==> config.mk <==
export PLATFORM = sky130hd
export DESIGN_NAME = rr_arb_1hot
export DESIGN_NICKNAME = d
export VERILOG_FILES = /design/src/rtl/rr_arb_1hot.sv
export SDC_FILE = /design/constraint.sdc
export NUM_CORES = 1
export LEC_CHECK = 0
export BUFFER_PORTS_ARGS = -buffer_cell sky130_fd_sc_hd__buf_2
export CAP_MARGIN = 10
export CORE_MARGIN = 2
export CORE_UTILIZATION = 51
export CTS_CLUSTER_SIZE = 20
export DETAILED_ROUTE_END_ITERATION = 16
export GPL_TIMING_DRIVEN = 0
export PLACE_DENSITY_LB_ADDON = 0.08
export SLEW_MARGIN = 20
export SYNTH_ARGS = -nofsm -noshare
export SYNTH_HDL_FRONTEND = slang
export SYNTH_SLANG_ARGS = --single-unit
==> constraint.sdc <==
create_clock -name clk -period 3.3 [get_ports clk]
set_clock_uncertainty 0.05 [all_clocks]
set_input_delay 0.33 -clock clk [delete_from_list [all_inputs] [get_ports clk]]
set_output_delay 0.33 -clock clk [all_outputs]
set_load 0.1 [all_outputs]
==> src/rtl/rr_arb_1hot.sv <==
// Round-robin arbiter producing a registered one-hot grant that directly drives
// a one-hot mux select; a grant is held until the consumer acknowledges it.
module rr_arb_1hot #(
  parameter  int N    = 8,
  localparam int IDXW = (N > 1) ? $clog2(N) : 1
) (
  input  logic            clk,
  input  logic            rst,
  input  logic [N-1:0]    req,
  input  logic            ack,
  output logic [N-1:0]    gnt,
  output logic            gnt_vld,
  output logic [IDXW-1:0] gnt_idx
);

  localparam logic [0:0] ST_IDLE  = 1'b0;
  localparam logic [0:0] ST_GRANT = 1'b1;

  logic [0:0]      state_q, state_d;
  logic [N-1:0]    gnt_q, gnt_d;
  logic [IDXW-1:0] idx_q, idx_d;
  logic [IDXW-1:0] ptr_q, ptr_d;

  logic [IDXW-1:0] cand;
  logic [IDXW-1:0] win_idx;
  logic            win_found;

  // Circular search starting just past the last winner, so it ranks lowest.
  always_comb begin
    win_found = 1'b0;
    win_idx   = '0;
    cand      = '0;
    for (int k = 1; k <= N; k++) begin
      cand = IDXW'((int'(ptr_q) + k) % N);
      if (!win_found && req[cand]) begin
        win_found = 1'b1;
        win_idx   = cand;
      end
    end
  end

  always_comb begin
    state_d = state_q;
    gnt_d   = gnt_q;
    idx_d   = idx_q;
    ptr_d   = ptr_q;
    // Arbitrate only when nothing is held or the held grant is being released.
    if ((state_q == ST_IDLE) || ack) begin
      if (win_found) begin
        state_d = ST_GRANT;
        gnt_d   = N'(1) << win_idx;
        idx_d   = win_idx;
        ptr_d   = win_idx;
      end else begin
        state_d = ST_IDLE;
        gnt_d   = '0;
        idx_d   = '0;
      end
    end
  end

  always_ff @(posedge clk) begin
    if (rst) begin
      state_q <= ST_IDLE;
      gnt_q   <= '0;
      idx_q   <= '0;
      ptr_q   <= IDXW'(N - 1);
    end else begin
      state_q <= state_d;
      gnt_q   <= gnt_d;
      idx_q   <= idx_d;
      ptr_q   <= ptr_d;
    end
  end

  assign gnt     = gnt_q;
  assign gnt_idx = idx_q;
  assign gnt_vld = (state_q == ST_GRANT);

endmodule

==> metrics.txt <==
die height 57.9 µm; crit path kind flop to flop; # diodes 0; total grt overflow 0; full die area 3350 µm²; DPL Wire Length 2.66 mm; most common cell in the netlist nand2_1; DR iter-0 viols 57; Commonest cells post-synth 18 x nand2_1, 15 x dfxtp_1, 9 x mux4_2, 9 x nand2b_1, 8 x inv_1; wire per inst 17.9 µm; kind of end point of the critical path flop; Cell Area, Synth 1480 µm²; status complete, no violations; CTS clock-pin slew for the worst setup and hold paths 0.08 ns; GR Util All Layers 22.8%; Initial DRT Pass Iterations 4; CTS HTree Levels 1; DRC 0; relative slew slack 61.7%; Max Buffers Root-to-Sink 2; post-synthesis sequential area ratio 20.3%; HP Class input port to flop; worst path cell trace buf_12 -> clkinvlp_4 -> ha_4 -> buf_8 -> mux4_2 -> a221oi_1 -> o211ai_1 -> o21ai_1 -> o2111ai_1 -> a32oi_4 -> nand2b_4 -> o211ai_1; max_cap viols 0; global-route wire length before repair 5.91 mm; routed via count 1405; Top FF cell, synth dfxtp_1; min Tclk post-route 3.20 ns; Synth Area in XOR/XNOR 2.79%; EDFF count, synth 0; dominant cells by area after synthesis dfxtp_1 20%, mux4_2 14%, mux4_1 7.1%; clock tree sinks 15; Synth Area in Compound Gates 20.7%; routed vias/inst 6.44; multiplexer share of the synthesized area 29.3%; Final Hold Viols 0; Slew @ Worst Pin 0.572 ns; yosys warns 0; final net count 201; placer congestion estimate 0.830; Critical Path Slowest Stage Cell mux4_2; fin crit share 97.0%; clock tree from TritonCTS yes; Worst Reg-to-Reg Cells 12; I/O pins 23; crit path max fanout 10; Starting Density 53.7%; Synth Area in Adders 1.69%; core area 2760 µm²; initial antenna violation count 0; largest net degree at the start of global routing 11; simple-gate portion of the synthesized area 20.8%; post-synthesis cell type count 49; Final setup violation count 0; Worst EP arrival 3.31 ns; register area 308 µm²; clock latency on the worst-skew pair 0.27 ns; Synth top area share 20.3%; Async SR Flop Fraction 0%; CP max stage delay 0.42 ns; Synth-to-Final Area Change 27.0%; Final ANT Viol Nets 0; Rows 19; share of layout cells above drive strength 1 44.9%; max-slew violation count 0; Synth area leader dfxtp_1; Worst Setup Start Kind flop; Core Util, Final 68.2%; critical path's most frequent cell o211ai_1; Min-Delay Path Depth 2; #FFs+latches synth 15; drt total wl 3.89 mm; FILL cells 224; largest family of logic cells by synthesized area multiplexers; cts hold-fix bufs 0; TritonCTS buffer count 3; Post-Synthesis Cells 146; combined area of the multi-input logic cells 1180 µm²; FMAX 312 MHz; Die W 57.9 µm; Post-Syn Nets 159; IO Port Bufs 22; root buf cell clkbuf_4; CP Data Required Time 3.41 ns; Post-Syn Area per Cell 10.1 µm²; vias in the first global route 1276
[stage by stage]
stage	hold slack (ns)	setup WS [ns]	instance area (µm²)	cells	TNS, ns
final	0.242	0.0998	1880	218	0
after CTS	0.244	0.00676	1780	209	0
after global routing	0.253	-0.0574	1880	218	-0.0780
after global placement	0.381	-0.475	1630	199	-5.06
after detailed placement	0.387	-0.521	1630	199	-6.12
after floorplan	0.349	0.0668	1480	146	0
[logic make-up (layout without fill, tap and decap cells)]
group | Yosys count | after routing
fa+ha+maj | 2 | 2
mux | 23 | 23
buf+inv | 13 | 54
xor+xnor | 3 | 3
flops | 15 | 15
compound gates | 38 | 38
simple gates | 52 | 52
[worst max-delay path: cells and delay by family (launching register included)]
| family | cells | cell delay [ns] |
|---|---|---|
| AO/OA/AOI/OAI | 6 | 1.33 |
| multiplexers | 1 | 0.42 |
| buffers and inverters | 3 | 0.40 |
| flip-flops | 1 | 0.38 |
| adder cells (fa/ha/maj) | 1 | 0.30 |
| AND/OR/NAND/NOR | 1 | 0.19 |
[metal layers]
layer	vias to the layer above	part of all wire [%]	track usage, %
met1	669	40	27.7
met2	70	50	39.9
met3	17	5.7	2.68
met5	-	0	0
met4	0	4.0	11.3
li1	649	-	-
[placed cells by master, fill, tap and decap left out, drive strengths merged, types with 2 or more instances in the layout]
cell,instances
o211ai,5
mux4,13
dfxtp,15
mux2i,8
xnor2,3
nand2b,9
inv,6
nand2,18
o21ai,9
nor2b,4
o31ai,3
clkbuf,5
nor4,2
ha,2
buf,41
clkinvlp,2
a21oi,6
nand3,4
or3,2
a21o,2
a31oi,4
nand4,2
nor2,5
mux2,2
[state kept, by name (all words and copies together) (netlist names)]
register	count
ptr_q	3
gnt	8
gnt_vld	1
gnt_idx	3
[path summary, 6_finish.rpt]
check / start / endpoint / slack, ns
setup / recovery: ptr_q[1] / ptr_q[2] / 0.1
hold / removal: rst / gnt_idx[1] / 0.24
setup reg to reg: ptr_q[1] / ptr_q[2] / 0.1
hold reg to reg: gnt[4] / gnt[4] / 0.40
[final cells by class]
| type | count | share of cell area (%) |
|---|---|---|
| timing repair buffer | 37 | 11.8 |
| buffer | 5 | 3.72 |
| tap | 31 | 2.06 |
| multi-input combinational | 118 | 62.6 |
| sequential | 15 | 16.4 |
| inverter | 8 | 1.99 |
| clock buffer | 4 | 1.40 |
[what timing repair did]
action | in CTS | in global routing
buffers inserted | 6 | 9
endpoints found under the setup margin | 15 | 13
resized for setup | 21 | 10
endpoints found under the hold margin | 0 | 0
pin swaps | 2 | 2
Power is left out: the tool's default activity adds up to more than one toggle a clock period on the data nets, which glitch-free logic cannot reach.
